--- config.mk ---
export PLATFORM = sky130hd
export DESIGN_NAME = dm_access_ctrl
export DESIGN_NICKNAME = d
export VERILOG_FILES = /design/src/rtl/dm_pkg.sv /design/src/rtl/dm_lane_align.sv /design/src/rtl/dm_access_ctrl.sv
export SDC_FILE = /design/constraint.sdc
export NUM_CORES = 1
export LEC_CHECK = 0
export CAP_MARGIN = 20
export CORE_ASPECT_RATIO = 1.75
export CORE_MARGIN = 2
export CORE_UTILIZATION = 40
export DETAILED_ROUTE_END_ITERATION = 8
export GPL_ROUTABILITY_DRIVEN = 0
export PLACE_DENSITY = 0.76
export SLEW_MARGIN = 0
export SYNTH_ARGS = -nofsm -noshare
export SYNTH_HDL_FRONTEND = slang
export SYNTH_SLANG_ARGS = --single-unit
--- constraint.sdc ---
create_clock -name Clk -period 2.4 [get_ports Clk]
set_clock_uncertainty 0.05 [all_clocks]
set_input_delay 0.6 -clock Clk [delete_from_list [all_inputs] [get_ports Clk]]
set_output_delay 0.6 -clock Clk [all_outputs]
set_load 0.01 [all_outputs]
--- src/rtl/dm_pkg.sv ---
// -----------------------------------------------------------------------------
// dm_pkg
// Shared definitions for the data-memory access controller: op codes, FSM
// state encoding, address-exception codes, memory word-address width and a few
// small op-classification helpers.
// -----------------------------------------------------------------------------
package dm_pkg;

   localparam int DM_ADDR_W = 13;

   // Operation codes; anything not listed here is treated as a NOP.
   localparam logic [3:0] OP_LW  = 4'd0;
   localparam logic [3:0] OP_LH  = 4'd1;
   localparam logic [3:0] OP_LHU = 4'd2;
   localparam logic [3:0] OP_LB  = 4'd3;
   localparam logic [3:0] OP_LBU = 4'd4;
   localparam logic [3:0] OP_SW  = 4'd8;
   localparam logic [3:0] OP_SH  = 4'd9;
   localparam logic [3:0] OP_SB  = 4'd10;

   localparam logic [4:0] EXC_ADEL = 5'd4;
   localparam logic [4:0] EXC_ADES = 5'd5;

   typedef enum logic [1:0] {
      ST_IDLE   = 2'd0,
      ST_ACCESS = 2'd1,
      ST_RESP   = 2'd2
   } dm_state_e;

   function automatic logic is_load(input logic [3:0] op);
      return (op <= OP_LBU);
   endfunction

   function automatic logic is_store(input logic [3:0] op);
      return (op == OP_SW) || (op == OP_SH) || (op == OP_SB);
   endfunction

   // Low address bits that must be zero for a naturally aligned access.
   function automatic logic [1:0] align_mask(input logic [3:0] op);
      case (op)
         OP_LW, OP_SW:          return 2'b11;
         OP_LH, OP_LHU, OP_SH:  return 2'b01;
         default:               return 2'b00;
      endcase
   endfunction

endpackage

--- src/rtl/dm_lane_align.sv ---
// -----------------------------------------------------------------------------
// dm_lane_align
// Purely combinational byte-lane steering for the data memory.
//   op      : operation code
//   addr_lo : byte offset within the word
//   wdata   : right-aligned store data
//   rd      : memory read word
//   be      : byte enables (stores only, zero otherwise)
//   wd      : lane-replicated write data (stores only, zero otherwise)
//   ld_data : extracted, sign/zero-extended load data (zero for non-loads)
// Word ops ignore addr_lo and halfword ops ignore addr_lo[0], so misaligned
// low bits simply round down when no exception check is present.
// -----------------------------------------------------------------------------
module dm_lane_align
   import dm_pkg::*;
(
   input  logic [3:0]  op,
   input  logic [1:0]  addr_lo,
   input  logic [31:0] wdata,
   input  logic [31:0] rd,
   output logic [3:0]  be,
   output logic [31:0] wd,
   output logic [31:0] ld_data
);

   logic [7:0]  rd_byte;
   logic [15:0] rd_half;

   assign rd_byte = rd[{addr_lo, 3'b000} +: 8];
   assign rd_half = rd[{addr_lo[1], 4'b0000} +: 16];

   always_comb begin
      be = 4'b0000;
      wd = 32'h0;
      case (op)
         OP_SW: begin
            be = 4'b1111;
            wd = wdata;
         end
         OP_SH: begin
            be = addr_lo[1] ? 4'b1100 : 4'b0011;
            wd = {2{wdata[15:0]}};
         end
         OP_SB: begin
            be = 4'b0001 << addr_lo;
            wd = {4{wdata[7:0]}};
         end
         default: ;
      endcase
   end

   always_comb begin
      ld_data = 32'h0;
      case (op)
         OP_LW:   ld_data = rd;
         OP_LH:   ld_data = {{16{rd_half[15]}}, rd_half};
         OP_LHU:  ld_data = {16'h0, rd_half};
         OP_LB:   ld_data = {{24{rd_byte[7]}}, rd_byte};
         OP_LBU:  ld_data = {24'h0, rd_byte};
         default: ;
      endcase
   end

endmodule

--- src/rtl/dm_access_ctrl.sv ---
// -----------------------------------------------------------------------------
// dm_access_ctrl
// Load/store initiator for the 8 KB byte-enabled data memory. One request at a
// time: IDLE (accept) -> ACCESS (one memory cycle) -> RESP (held until taken).
//   Clk, Rst_n                 : clock, async active-low reset
//   Req_valid/ready/op/addr/wdata : request channel from the MEM stage
//   Rsp_valid/ready/rdata/exc/exccode : held response channel
//   A, BE, WD, We, RD          : data memory port (RD is combinational)
// Optional feature: define DM_ACCESS_CTRL_EXC_EN to raise address exceptions
// for misaligned or out-of-window accesses; otherwise Rsp_exc/code stay 0.
// -----------------------------------------------------------------------------
module dm_access_ctrl
   import dm_pkg::*;
#(
   parameter logic [31:0] BASE_ADDR = 32'h0000_0000
)(
   input  logic                 Clk,
   input  logic                 Rst_n,
   input  logic                 Req_valid,
   output logic                 Req_ready,
   input  logic [3:0]           Req_op,
   input  logic [31:0]          Req_addr,
   input  logic [31:0]          Req_wdata,
   output logic                 Rsp_valid,
   input  logic                 Rsp_ready,
   output logic [31:0]          Rsp_rdata,
   output logic                 Rsp_exc,
   output logic [4:0]           Rsp_exccode,
   output logic [DM_ADDR_W-1:0] A,
   output logic [3:0]           BE,
   output logic [31:0]          WD,
   output logic                 We,
   input  logic [31:0]          RD
);

   dm_state_e   state, state_nxt;
   logic [3:0]  op_q;
   logic [31:0] addr_q, wdata_q, rdata_q;
   logic        exc_q;
   logic [4:0]  exccode_q;
   logic [3:0]  be_raw;
   logic [31:0] wd_raw, ld_data;
   logic        acc_exc;

   dm_lane_align u_lane_align (
      .op      (op_q),
      .addr_lo (addr_q[1:0]),
      .wdata   (wdata_q),
      .rd      (RD),
      .be      (be_raw),
      .wd      (wd_raw),
      .ld_data (ld_data)
   );

`ifdef DM_ACCESS_CTRL_EXC_EN
   logic misaligned, out_of_win;
   assign misaligned = |(addr_q[1:0] & align_mask(op_q));
   assign out_of_win = (addr_q[31:13] != BASE_ADDR[31:13]);
   // NOPs never touch memory, so they never fault.
   assign acc_exc    = (is_load(op_q) || is_store(op_q)) && (misaligned || out_of_win);
`else
   logic unused_addr_bits;
   assign unused_addr_bits = ^{addr_q[31:DM_ADDR_W+2], BASE_ADDR};
   assign acc_exc = 1'b0;
`endif

   // State register
   always_ff @(posedge Clk or negedge Rst_n) begin
      if (!Rst_n) state <= ST_IDLE;
      else        state <= state_nxt;
   end

   // Next-state logic
   always_comb begin
      state_nxt = state;
      case (state)
         ST_IDLE:   if (Req_valid) state_nxt = ST_ACCESS;
         ST_ACCESS: state_nxt = ST_RESP;
         ST_RESP:   if (Rsp_ready) state_nxt = ST_IDLE;
         default:   state_nxt = ST_IDLE;
      endcase
   end

   // Outputs: strobes decode from state so reset kills We asynchronously.
   always_comb begin
      Req_ready = (state == ST_IDLE);
      Rsp_valid = (state == ST_RESP);
      We        = (state == ST_ACCESS) && is_store(op_q) && !acc_exc;
      BE        = ((state == ST_ACCESS) && !acc_exc) ? be_raw : 4'b0000;
   end

   // Request latch and response capture
   always_ff @(posedge Clk or negedge Rst_n) begin
      if (!Rst_n) begin
         op_q      <= OP_LW;
         addr_q    <= '0;
         wdata_q   <= '0;
         rdata_q   <= '0;
         exc_q     <= 1'b0;
         exccode_q <= '0;
      end else begin
         if (state == ST_IDLE && Req_valid) begin
            op_q    <= Req_op;
            addr_q  <= Req_addr;
            wdata_q <= Req_wdata;
         end
         if (state == ST_ACCESS) begin
            rdata_q   <= (is_load(op_q) && !acc_exc) ? ld_data : 32'h0;
            exc_q     <= acc_exc;
            exccode_q <= !acc_exc          ? 5'd0     :
                         is_store(op_q)    ? EXC_ADES : EXC_ADEL;
         end
      end
   end

   // A and WD derive only from latched request state, so they hold between accesses.
   assign A           = addr_q[DM_ADDR_W+1:2];
   assign WD          = wd_raw;
   assign Rsp_rdata   = rdata_q;
   assign Rsp_exc     = exc_q;
   assign Rsp_exccode = exccode_q;

endmodule

==> results.cfg <==
[finish]
utilization = 0.605
synthToLayoutAreaGrowth_pct = 47.4
finalNonFillerCells = 719
finalNetCount = 687
n_antenna_cell = 0
nFillCells = 917
drive_gt1_frac = 0.262

[critical_path]
start_kind = flop
critPathCaptureType = output pin
arrival_ns = 1.72
worstSetupPathType = reg2out
critPathRequiredTime_ns = 1.75
cp_max_fo = 6

[sta]
tns_ns = 0
fin_crit_sh = 0.986
tightestPinTransition_ns = 0.914
finalMaxSlewViolations = 0
min_period_ns = 2.37
hold_viol_final = 0
slew_headroom = 0.386
fmax_mhz = 423
rsz0062_at_grt = true
setup_viol = 0
whs_ns = 0.207

[power]
p_leak_nw = 2.82
power.net_switching_mw = 3.12
pwr-share-comb = 0.520
seq_power_share = 0.294
p_clk_frac = 0.185
pwr_density_cell_nw_per_um2 = 1260
p_int_mw = 5.36
vdd_drop_max_v = 0.000669
power_switching_share = 0.368

[synthesis]
yosys_most_used_dff = dfrtp_1
synth_area_leaders = dfrtp_1 (46%), mux2_2 (12%), a221o_1 (3.5%)
seq_area_frac_synth = 0.464
ys_ff_latch = 85
ys_types = 36
synth_edf_count = 0
synthArstFlopShare = 1.00
syn_area_per_cell_um2 = 11.0
synth.most_common_cell = dfrtp_1
yosys_warnings = 0
synth_cells = 416
netlist.area_leader.share = 0.464
syn_area_um2 = 4580
synthTopCellsByCount = dfrtp_1 (85), mux2_2 (49), nand2_1 (38)
yosysTopAreaCell = dfrtp_1

[global_routing]
grt_pass1_vias = 4255
grt_antenna_before_repair = 0
grt-ovfl-total = 0
grt_first_pass_wirelength_um = 22500
grt_max_degree = 56
track_usage = 0.230

[place]
hpwl_um = 10400
place_inst = 702
port_buffers = 170

[clocking]
clkSlewWorstSetupHoldPaths_ns = 0.07
clockBufferDepth = 2
clock_latency_ns = 0.34
root_buffer = clkbuf_16
htreeDepth = 3
holdBufCountCts = 0
cts_made_buffers = 9
clock-sinks = 85
cts_tree = built

[outcome]
status = finished, final reports clean

[floorplan]
die_w_um = 84.9
rows = 51
die_area_um2 = 12400
die_height_um = 146
core_um2 = 11200
pin_count = 194
initial_core_util = 0.410

[drt]
wl_per_cell_um = 19.6
dr.pass1.iters = 6
postRouteAntennaNets = 0
drc = 0
vias = 4069
drt_iter0_markers = 380
routed_wl_um = 14100
via_per_inst = 5.66

[run]
drv_cap = 0

[worst_hold_path]
holdCritPathClass = in2async
-- path summary, 6_finish.rpt --
kind                          startpoint            end  slack (ns)  cells past startpoint
max                              op_q[1]         WD[26]        0.03                      4
min                                Rst_n  Rsp_rdata[25]        0.21                      1
max reg2reg                    addr_q[0]  Rsp_rdata[27]        0.22                      5
min reg2reg                Rsp_rdata[15]  Rsp_rdata[15]        0.44                      2
max in group asynchronous          Rst_n  Rsp_rdata[26]        1.43                      2
min in group Clk           Rsp_rdata[15]  Rsp_rdata[15]        0.44                      2
-- power by group through the flow --
stage | combinational [mW] | sequential (mW) | clock, mW
finish | 4.41 | 2.50 | 1.57
global route | 4.76 | 2.58 | 1.65
CTS | 4.42 | 2.49 | 1.60
detailed placement | 4.41 | 2.49 | 0
global placement | 4.29 | 2.46 | 0
floorplan | 2.68 | 2.39 | 0
-- stage by stage --
step	total power, mW	cell area [um2]	setup slack [ns]
after global placement	6.75	6420	-0.0644
after floorplan	5.07	4600	0.253
after global routing	8.99	6760	-0.0572
final	8.48	6760	0.0344
after detailed placement	6.90	6420	-0.132
after CTS	8.50	6800	-0.00367
-- cells in the final DEF, fill, tap and decap left out, types with 6 or more instances in the layout --
master / n
nand2b_1: 11
dlygate4sd2_1: 8
a222oi_1: 15
and2_1: 8
clkdlybuf4s50_1: 132
o21ai_0: 12
buf_4: 28
mux2i_1: 6
mux2_2: 49
dfrtp_1: 82
a211oi_1: 9
nor2_1: 22
mux4_2: 7
nand2_1: 38
a221o_1: 16
clkbuf_2: 17
conb_1: 6
nor2b_1: 8
a22oi_1: 15
a21oi_1: 26
clkbuf_16: 9
-- metal layers --
layer / vias up / track usage / wire (um)
met5: - / 0 / 0
met4: 0 / 0.110 / 484
met3: 32 / 0.0403 / 905
met2: 221 / 0.407 / 7700
met1: 1976 / 0.263 / 4970
li1: 1840 / - / -
-- cell families after synthesis --
family          count (synthesis)  synth area share
compound gates                103             0.168
simple gates                  103             0.112
flops                          85             0.464
mux                            64             0.179
buf+inv                        60            0.0773
other cells                     1          0.000818
-- timing repair --
action / 4_1_cts / 5_1_grt
gates resized for setup: 73 / 47
pin swaps: 0 / 2
setup buffers: 1 / 1
setup endpoints to repair: 37 / 27
-- layout make-up --
class,count,area [um2],share of cell area
tap,132,165,0.0244
multi-input combinational,276,2180,0.323
clock inverter,5,100,0.0148
clock buffer,10,229,0.0339
sequential,85,2130,0.315
inverter,6,22.5,0.00333
timing repair buffer,205,1920,0.285
-- critical path, cell delays in order, from the launching register on --
cell	delay, ns
dfrtp_2	0.47
buf_12	0.15
nand2b_1	0.16
a211oi_2	0.30
clkdlybuf4s15_1	0.29
-- flip-flops by register name, indices dropped and copies added (netlist names) --
| register | cells |
|---|---|
| Rsp_rdata | 32 |
| wdata_q | 32 |
| addr_q | 15 |
| op_q | 4 |
| state | 2 |
(Power assumes the default switching activity.)
